$ cat src/rtl/ts_stream_arbiter_pkg.sv
// Shared constants and FSM encoding for the TS stream arbiter and related QoS schedulers.
package ts_pkg;

    localparam int          TS_PKT_LEN     = 188;
    localparam int          TS_NUM_STREAMS = 4;
    localparam int          TS_DATA_WIDTH  = 8;
    localparam logic [7:0]  TS_SYNC_BYTE   = 8'h47;
    localparam logic [7:0]  TS_LAST_IDX    = 8'(TS_PKT_LEN - 1);

    typedef enum logic {
        IDLE = 1'b0,
        XFER = 1'b1
    } arb_state_t;

endpackage

$ cat src/rtl/ts_stream_arbiter_if.sv
// Buffer-side and downstream-side signals of the TS stream arbiter, bundled as one interface.
interface ts_stream_arbiter_if;
    import ts_pkg::*;

    logic [TS_NUM_STREAMS-1:0]               pkt_avail;
    logic [TS_NUM_STREAMS*TS_DATA_WIDTH-1:0] byte_in;
    logic [TS_NUM_STREAMS-1:0]               byte_valid;
    logic [TS_NUM_STREAMS-1:0]               rd_en;
    logic                                    out_ready;
    logic [TS_DATA_WIDTH-1:0]                byte_out;
    logic                                    out_valid;
    logic                                    out_sop;
    logic                                    out_eop;
    logic [TS_NUM_STREAMS-1:0]               grant;
    logic [1:0]                              grant_id;
    logic                                    sync_err;

    modport master (
        input  pkt_avail, byte_in, byte_valid, out_ready,
        output rd_en, byte_out, out_valid, out_sop, out_eop, grant, grant_id, sync_err
    );

    modport slave (
        output pkt_avail, byte_in, byte_valid, out_ready,
        input  rd_en, byte_out, out_valid, out_sop, out_eop, grant, grant_id, sync_err
    );

endinterface

$ cat src/rtl/ts_stream_arbiter_rr_arbiter.sv
// Combinational rotating-priority encoder: picks the first request at or after last+1 (mod 4).
module rr_arbiter (
    input  logic [3:0] req,
    input  logic [1:0] last,
    output logic [3:0] gnt,
    output logic [1:0] gnt_id
);

    logic       found;
    logic [1:0] idx;

    always_comb begin
        gnt    = '0;
        gnt_id = 2'd0;
        found  = 1'b0;
        idx    = 2'd0;
        // Offset 4 wraps back to 'last' itself, so the previous owner is checked last.
        for (int i = 1; i <= 4; i++) begin
            idx = last + 2'(i);
            if (!found && req[idx]) begin
                found       = 1'b1;
                gnt[idx]    = 1'b1;
                gnt_id      = idx;
            end
        end
    end

endmodule

$ cat src/rtl/ts_stream_arbiter.sv
// Packet-granular round-robin scheduler draining 188-byte TS packets from four FWFT buffers.
// Optional first-byte sync check enabled by defining TS_ARB_SYNC_CHECK_EN.
module ts_stream_arbiter
    import ts_pkg::*;
(
    input  logic                 clk,
    input  logic                 rst,
    ts_stream_arbiter_if.master  bus
);

    arb_state_t state;
    arb_state_t state_next;

    logic [7:0] cnt;
    logic [1:0] last_grant;
    logic [3:0] grant_q;
    logic [1:0] grant_id_q;
    logic [7:0] byte_out_q;
    logic       out_valid_q;
    logic       out_sop_q;
    logic       out_eop_q;

    logic [3:0] rr_gnt;
    logic [1:0] rr_id;
    logic       pop;
    logic       last_byte;
    logic [7:0] head_byte;

    rr_arbiter u_rr (
        .req    (bus.pkt_avail),
        .last   (last_grant),
        .gnt    (rr_gnt),
        .gnt_id (rr_id)
    );

    always_ff @(posedge clk) begin
        if (rst) state <= IDLE;
        else     state <= state_next;
    end

    always_comb begin
        state_next = state;
        case (state)
            IDLE: if (|bus.pkt_avail)    state_next = XFER;
            XFER: if (pop && last_byte)  state_next = IDLE;
            default:                     state_next = IDLE;
        endcase
    end

    // A pop may refill the output register whenever it is empty or being consumed this cycle.
    always_comb begin
        head_byte = bus.byte_in[{grant_id_q, 3'b000} +: 8];
        last_byte = (cnt == TS_LAST_IDX);
        pop       = (state == XFER) && bus.byte_valid[grant_id_q] && (bus.out_ready || !out_valid_q);
        bus.rd_en = pop ? grant_q : 4'b0000;
    end

    always_ff @(posedge clk) begin
        if (rst) begin
            cnt         <= 8'd0;
            last_grant  <= 2'd3;
            grant_q     <= 4'b0000;
            grant_id_q  <= 2'd0;
            byte_out_q  <= 8'h00;
            out_valid_q <= 1'b0;
            out_sop_q   <= 1'b0;
            out_eop_q   <= 1'b0;
        end else begin
            if (state == IDLE && |bus.pkt_avail) begin
                grant_q    <= rr_gnt;
                grant_id_q <= rr_id;
                last_grant <= rr_id;
                cnt        <= 8'd0;
            end
            if (pop) begin
                byte_out_q  <= head_byte;
                out_valid_q <= 1'b1;
                out_sop_q   <= (cnt == 8'd0);
                out_eop_q   <= last_byte;
                if (last_byte) begin
                    cnt        <= 8'd0;
                    grant_q    <= 4'b0000;
                    grant_id_q <= 2'd0;
                end else begin
                    cnt <= cnt + 8'd1;
                end
            end else if (bus.out_ready) begin
                out_valid_q <= 1'b0;
                out_sop_q   <= 1'b0;
                out_eop_q   <= 1'b0;
            end
        end
    end

`ifdef TS_ARB_SYNC_CHECK_EN
    logic sync_err_q;

    always_ff @(posedge clk) begin
        if (rst) sync_err_q <= 1'b0;
        else     sync_err_q <= pop && (cnt == 8'd0) && (head_byte != TS_SYNC_BYTE);
    end

    assign bus.sync_err = sync_err_q;
`else
    assign bus.sync_err = 1'b0;
`endif

    assign bus.byte_out  = byte_out_q;
    assign bus.out_valid = out_valid_q;
    assign bus.out_sop   = out_sop_q;
    assign bus.out_eop   = out_eop_q;
    assign bus.grant     = grant_q;
    assign bus.grant_id  = grant_id_q;

endmodule

$ cat src/flat_wrapper.sv
// flat-port wrapper written by rule: the top's interface ports become plain ports
module ts_stream_arbiter_flat import ts_pkg::*;
  (clk, rst, bus_pkt_avail, bus_byte_in, bus_byte_valid, bus_out_ready, bus_rd_en, bus_byte_out, bus_out_valid, bus_out_sop, bus_out_eop, bus_grant, bus_grant_id, bus_sync_err);
  ts_stream_arbiter_if bus_i ();
  input  logic clk;
  input  logic rst;
  input wire logic [$bits(bus_i.pkt_avail)-1:0] bus_pkt_avail;
  input wire logic [$bits(bus_i.byte_in)-1:0] bus_byte_in;
  input wire logic [$bits(bus_i.byte_valid)-1:0] bus_byte_valid;
  input wire logic [$bits(bus_i.out_ready)-1:0] bus_out_ready;
  output wire logic [$bits(bus_i.rd_en)-1:0] bus_rd_en;
  output wire logic [$bits(bus_i.byte_out)-1:0] bus_byte_out;
  output wire logic [$bits(bus_i.out_valid)-1:0] bus_out_valid;
  output wire logic [$bits(bus_i.out_sop)-1:0] bus_out_sop;
  output wire logic [$bits(bus_i.out_eop)-1:0] bus_out_eop;
  output wire logic [$bits(bus_i.grant)-1:0] bus_grant;
  output wire logic [$bits(bus_i.grant_id)-1:0] bus_grant_id;
  output wire logic [$bits(bus_i.sync_err)-1:0] bus_sync_err;
  assign bus_i.pkt_avail = bus_pkt_avail;
  assign bus_i.byte_in = bus_byte_in;
  assign bus_i.byte_valid = bus_byte_valid;
  assign bus_i.out_ready = bus_out_ready;
  assign bus_rd_en = bus_i.rd_en;
  assign bus_byte_out = bus_i.byte_out;
  assign bus_out_valid = bus_i.out_valid;
  assign bus_out_sop = bus_i.out_sop;
  assign bus_out_eop = bus_i.out_eop;
  assign bus_grant = bus_i.grant;
  assign bus_grant_id = bus_i.grant_id;
  assign bus_sync_err = bus_i.sync_err;
  ts_stream_arbiter u_core (.clk(clk), .rst(rst), .bus(bus_i));
endmodule
$ cat config.mk
export PLATFORM = sky130hd
export DESIGN_NAME = ts_stream_arbiter_flat
export DESIGN_NICKNAME = d
export VERILOG_FILES = /design/src/rtl/ts_stream_arbiter_pkg.sv /design/src/rtl/ts_stream_arbiter_if.sv /design/src/rtl/ts_stream_arbiter_rr_arbiter.sv /design/src/rtl/ts_stream_arbiter.sv /design/src/flat_wrapper.sv
export SDC_FILE = /design/constraint.sdc
export NUM_CORES = 1
export LEC_CHECK = 0
export BUFFER_PORTS_ARGS = -buffer_cell sky130_fd_sc_hd__buf_2
export CAP_MARGIN = 25
export CORE_AREA = 2 2 66 68
export DETAILED_ROUTE_END_ITERATION = 12
export DIE_AREA = 0 0 68 70
export HOLD_SLACK_MARGIN = 0.02
export PLACE_DENSITY = 0.73
export SLEW_MARGIN = 10
export SYNTH_ARGS = -nofsm -noshare
export SYNTH_HDL_FRONTEND = slang
export SYNTH_SLANG_ARGS = --single-unit
$ cat constraint.sdc
create_clock -name clk -period 2.65 [get_ports clk]
set_input_delay 0.53 -clock clk [delete_from_list [all_inputs] [get_ports clk]]
set_output_delay 0.53 -clock clk [all_outputs]
set_load 0.01 [all_outputs]
==> results of run 1 <==
-- worst max-delay path by stage --
stage | from | to | cells past startpoint
after floorplan | u_core.last_grant[0] | u_core.last_grant[1] | 9
after global placement | bus_byte_valid[2] | bus_rd_en[0] | 5
after detailed placement | bus_byte_valid[3] | bus_rd_en[1] | 5
after CTS | u_core.bus.grant_id[0] | bus_rd_en[1] | 4
after global routing | u_core.last_grant[0] | u_core.bus.grant_id[1] | 7
final | u_core.bus.grant_id[0] | bus_rd_en[1] | 4
-- power groups by stage --
stage          Clock [mW]  Sequential, mW  Combinational (mW)
2_1_floorplan           0           0.565               0.614
3_3_place_gp            0           0.530               0.844
3_5_place_dp            0           0.533               0.859
4_1_cts             0.344           0.523               0.863
5_1_grt             0.356           0.531               0.956
6_report            0.338           0.522               0.864
-- metal layers --
metal	vias up	part of all wire	track usage
li1	882	-	-
met2	30	0.51	0.3236
met5	-	0	0
met3	4	0.023	0.01932
met1	853	0.45	0.2956
met4	0	0.010	0.05556
-- cells in the mapped netlist (all sizes together) (3+ instances only) --
cell type   n  share of area
dfxtp      28           0.29
o21ai       9          0.024
or3         3         0.0099
nand2      28          0.055
a21oi      23          0.066
mux4       13           0.17
nand3b      3          0.012
nor4        3          0.013
a221oi      4          0.018
inv         6          0.012
and3        5          0.016
clkbuf      5          0.011
nor2        9          0.019
nand3       5          0.016
and2        5          0.016
buf         8          0.032
ha         10          0.066
a311oi      5          0.023
a22oi       5          0.020
nor2b       3          0.014
or2         5          0.016
-- final cells by class --
class	count	area, sq um
Fill cell	378	1824
Multi-Input combinational cell	156	1240
Sequential cell	28	560.5
Timing Repair Buffer	69	360.3
Tap cell	52	65.06
Clock buffer	3	41.29
Clock inverter	1	30.03
Inverter	6	22.52
-- per-stage QoR --
stage                     hold WS, ns  utilization
after floorplan                0.4756            -
after global placement         0.4408       0.5426
after detailed placement       0.4477       0.5426
after CTS                      0.4616       0.5598
after global routing           0.4807       0.5598
final                          0.4603       0.5598
-- tightest hold or removal path, cell delays in order (launching register included) --
cell and delay, ns:
dfxtp_1 0.32, nand2_1 0.05, a21oi_1 0.05
-- registers in the layout (all words and copies together), names as in the netlist --
signal,flops
u_core.bus.byte_out,8
u_core.cnt,8
u_core.bus.grant,4
u_core.bus.grant_id,2
u_core.last_grant,2
u_core.bus.out_eop,1
u_core.bus.out_sop,1
u_core.bus.out_valid,1
u_core.state,1
-- cells by family after synthesis --
kind of cell | Yosys count | share of synthesized area
fa+ha+maj | 10 | 0.06570
other cells | 1 | 0.001969
compound gates | 56 | 0.1951
simple gates | 75 | 0.2129
mux | 14 | 0.1754
buf+inv | 19 | 0.05453
flops | 28 | 0.2944
==> flow_summary.yaml, run 1 <==
routing:
  num_vias: 1769
  antenna_left: 0
  drtIter0Drc: 102
  drc: 0
  drt-total-wl_um: 4733
  via_per_inst: 5.616
  post_drt_wl_per_cell_um: 15.03
  first_pass_iters: 4
run_status:
  status: "complete, no violations"
logic_synthesis:
  synthArstFlopShare: 0
  yosys_warnings: 0
  ys_ff_latch: 28
  synthDistinctLibCells: 46
  syn_inst: 203
  synth-seq-area-share: 0.2943
  synthFlopType: "dfxtp_1"
  synth_area_sq_um: 1904
  synth_edf_count: 0
  syn_avg_cell_area_sq_um: 9.381
  syn_nets: 256
placed_design:
  placedInstanceArea_sq_um: 2248
  dp.cells: 311
  dp_hpwl_um: 3552
  gp_congestion: 0.7631
  port_buffers: 63
  place_ws_ns: 0.4433
global_route:
  grt_pass1_vias: 1570
  antenna_found_initial: 0
  grt_usage: 0.2047
  grt_pass1_wl_um: 7672
  grt_max_degree: 23
  gr-total-overflow: 0
floorplan:
  core_sq_um: 4144
  die_h_um: 70
  io_pins: 65
  initial_utilization: 0.4595
  die_w_um: 68
  die_area_sq_um: 4760
  rows: 24
clock_tree:
  cts.htree.levels: 1
  clk_path_buf_depth: 2
  post_cts_buffers: 0
  cts_resized: 0
  cts_root_buf: "clkbuf_8"
  cts_buffers: 3
  clkTransAtPathRegs_ns: 0.10
  cts_sinks: 28
  tritoncts: "built"
  insertion_delay_ns: 0.28
  hold_buffers: 0
critical_path:
  critPathTopFamily: "multiplexers"
  worst_path_largest_cell_delay_ns: 0.54
  crit_chain: "mux4_2 > and3_1 > and2_1 > buf_2"
  rr_startpoint: "u_core.last_grant[0]"
  cp.buffers_inverters: 1
  r2r_end: "u_core.bus.grant_id[1]"
  crit_path_max_fanout: 5
  arrival_ns: 1.72
  endpoint_kind: "output pin"
  startpoint_type: "register"
  r2r_cells: 7
  r2r_slack_ns: 0.45
  cp.required_ns: 2.12
  cpMaxStageDelayCell: "mux4_2"
  crit_type: "register to output pin"
sta:
  fin_crit_sh: 0.8485
  setup_tns_ns: 0
  setup_ws_ns: 0.4015
  rsz0062_at_grt: "no"
  setup_viol: 0
  worstMarginPinSlew_ns: 0.7118
  maxSlewViolCount: 0
  finClkSkew_ns: 0.003398
  fin_crit_ns: 2.248
  max_freq_ghz: 0.4447
  slew_headroom: 0.5237
  hold_violations: 0
final_layout:
  antenna_cells: 0
  drive_gt1_frac: 0.3422
  final_cell_mix: "63 x buf_2, 28 x nand2_1, 28 x dfxtp_1"
  nets: 317
  area_growth_pct: 21.81
  final_cell_area_sq_um: 2320
  final_common_cell: "buf_2"
  fin_cells: 315
power:
  pwr-share-comb: 0.501
  leakagePower_nw: 1.009
  swShare: 0.3758
  pwr-share-seq: 0.303
  power_density_nw_per_um2: 743.4
  p_clk_frac: 0.196
  vdd_ir_drop_max_v: 0.0004339
  intPower_mw: 1.076
  p_sw_uw: 648.0
  power_mw: 1.724
hold_path:
  hp-start: "u_core.bus.byte_out[5]"
  holdCritPathClass: "register to register"
  hold_depth: 2
  min_to: "u_core.bus.byte_out[5]"
job:
  cap_violations: 0
(Power assumes the default switching activity.)
==> run 2, diff against run 1 <==
--- a/config.mk
+++ b/config.mk
@@ -5,11 +5,12 @@
 export SDC_FILE = /design/constraint.sdc
 export NUM_CORES = 1
 export LEC_CHECK = 0
+export ABC_AREA = 1
 export BUFFER_PORTS_ARGS = -buffer_cell sky130_fd_sc_hd__buf_2
 export CAP_MARGIN = 25
-export CORE_AREA = 2 2 66 68
+export CORE_AREA = 2 2 67 69
 export DETAILED_ROUTE_END_ITERATION = 12
-export DIE_AREA = 0 0 68 70
+export DIE_AREA = 0 0 69 71
 export HOLD_SLACK_MARGIN = 0.02
 export PLACE_DENSITY = 0.73
 export SLEW_MARGIN = 10
==> constraint.sdc (replaced) <==
create_clock -name clk -period 2.1 [get_ports clk]
set_input_delay 0.42 -clock clk [delete_from_list [all_inputs] [get_ports clk]]
set_output_delay 0.42 -clock clk [all_outputs]
set_load 0.01 [all_outputs]
==> flow_summary.yaml, run 2 <==
floorplan:
  core_sq_um: 4204
  initial_utilization: 0.4726
  die_area_sq_um: 4899
  io_pins: 65
  rows: 24
  die_h_um: 71
  die_w_um: 69
global_route:
  grt_pass1_vias: 1896
  gr-total-overflow: 0
  grt_max_degree: 19
  grt_pass1_wl_um: 8100
  antenna_found_initial: 0
  grt_usage: 0.1954
sta:
  maxSlewViolCount: 0
  worstMarginPinSlew_ns: 0.5009
  setup_ws_ns: 0.1500
  slew_headroom: 0.6657
  max_freq_ghz: 0.5128
  fin_crit_sh: 0.9286
  hold_violations: 0
  finClkSkew_ns: 0.007656
  fin_crit_ns: 1.950
  whs_ns: 0.4299
  setup_viol: 0
final_layout:
  drive_gt1_frac: 0.2826
  final_cell_area_sq_um: 2402
  final_common_cell: "nand2_1"
  area_growth_pct: 20.91
  nets: 422
  final_cell_mix: "69 x nand2_1, 63 x buf_2, 54 x nor2_1"
  antenna_cells: 0
clock_tree:
  cts_buffers: 3
  cts.htree.levels: 1
  clk_path_buf_depth: 2
  hold_buffers: 0
  insertion_delay_ns: 0.28
  cts_sinks: 28
  tritoncts: "built"
  cts_root_buf: "clkbuf_8"
  clkTransAtPathRegs_ns: 0.10
placed_design:
  port_buffers: 63
  gp_congestion: 0.8504
  place_ws_ns: 0.3382
  placedInstanceArea_sq_um: 2345
  dp_hpwl_um: 3688
critical_path:
  endpoint_kind: "output pin"
  rr_startpoint: "u_core.last_grant[1]"
  startpoint_type: "register"
  crit_path_max_fanout: 18
  crit_type: "register to output pin"
  worstSetupStartpoint: "u_core.bus.grant_id[0]"
  cp.required_ns: 1.68
  arrival_ns: 1.53
routing:
  drtIter0Drc: 151
  via_per_inst: 5.045
  first_pass_iters: 4
  drt-total-wl_um: 4892
  post_drt_wl_per_cell_um: 11.65
  antenna_left: 0
  drc: 0
  num_vias: 2119
power:
  vdd_ir_drop_max_v: 0.0005233
  power_density_nw_per_um2: 917.7
  swShare: 0.4414
  p_sw_uw: 973.1
  p_clk_frac: 0.153
  leakagePower_nw: 1.217
  pwr-share-seq: 0.321
  pwr-share-comb: 0.526
  intPower_mw: 1.231
  power_mw: 2.205
logic_synthesis:
  synthArstFlopShare: 0
  synth_top_area_cell: "dfxtp_1"
  ys_top_cells_by_count: "69 x nand2_1, 54 x nor2_1, 28 x dfxtp_1"
  syn_nets: 360
  synthFlopType: "dfxtp_1"
  syn_inst: 307
  ys_ff_latch: 28
  synth_area_sq_um: 1987
  syn_avg_cell_area_sq_um: 6.472
  synth_edf_count: 0
  synth-seq-area-share: 0.2821
  yosysMostFrequentCell: "nand2_1"
  synthDistinctLibCells: 35
  ys_top_cells_by_area: "dfxtp_1 28%, nand2_1 13%, nor2_1 10%"
  synth_top_area_share: 0.2821
  yosys_warnings: 0
job:
  cap_violations: 0
hold_path:
  hp-start: "rst"
  holdCritPathClass: "input pin to register"
run_status:
  status: "complete, no violations"
## run 2: what timing repair did
action,4_1_cts,5_1_grt
setup buffers,0,0
resized for setup,0,2
setup endpoints to repair,0,4
## run 2: final cells by class
type                            instances  area, sq um
Fill cell                             406         1802
Multi-Input combinational cell        238         1246
Sequential cell                        28        563.0
Timing Repair Buffer                   70        367.9
Inverter                               28        105.1
Tap cell                               52        65.06
Clock buffer                            4        55.05
## run 2: worst max-delay path: stages (launching register included)
cell and delay [ns]:
dfxtp_2 0.45, nor2_2 0.07, nor2_2 0.07, o21ai_1 0.08, nand2_2 0.09, nand3_4 0.20, nor2_1 0.16, buf_2 0.14
## run 2: cell families (layout without fill, tap and decap cells)
family | Yosys count | after routing | share of synthesized area
AND/OR/NAND/NOR | 174 | 174 | 0.3955
AO/OA/AOI/OAI | 51 | 51 | 0.1581
buffers and inverters | 41 | 102 | 0.09067
flip-flops | 28 | 28 | 0.2821
adder cells (fa/ha/maj) | 10 | 10 | 0.06297
XOR/XNOR | 2 | 2 | 0.008818
other | 1 | 1 | 0.001887
## run 2: power by group through the flow
stage	registers [mW]	clock network [mW]	logic, mW
finish	0.708	0.337	1.16
global route	0.724	0.359	1.29
CTS	0.705	0.340	1.16
detailed placement	0.716	0	1.15
global placement	0.715	0	1.15
floorplan	0.740	0	0.812
## run 2: layer usage
metal / up-vias / GRT usage / routed length (um)
li1: 1118 / - / -
met1: 942 / 0.2482 / 2304
met2: 50 / 0.3472 / 2307
met3: 9 / 0.02279 / 200
met4: 0 / 0.06100 / 80
met5: - / 0 / 0
## run 2: path summary, 6_finish.rpt
check | end | slack, ns | cells after the start
max | bus_rd_en[1] | 0.15 | 7
min | u_core.bus.out_eop | 0.43 | 2
max reg2reg | u_core.bus.grant[2] | 0.32 | 12
min reg2reg | u_core.cnt[1] | 0.49 | 2
## run 2: metrics by stage
step / std cells / setup TNS, ns / utilization
floorplan: 307 / 0 / -
global route: 420 / -0.005784 / 0.5714
CTS: 420 / 0 / 0.5708
finish: 420 / 0 / 0.5714
detailed placement: 416 / 0 / 0.5577
global placement: 416 / 0 / 0.5577
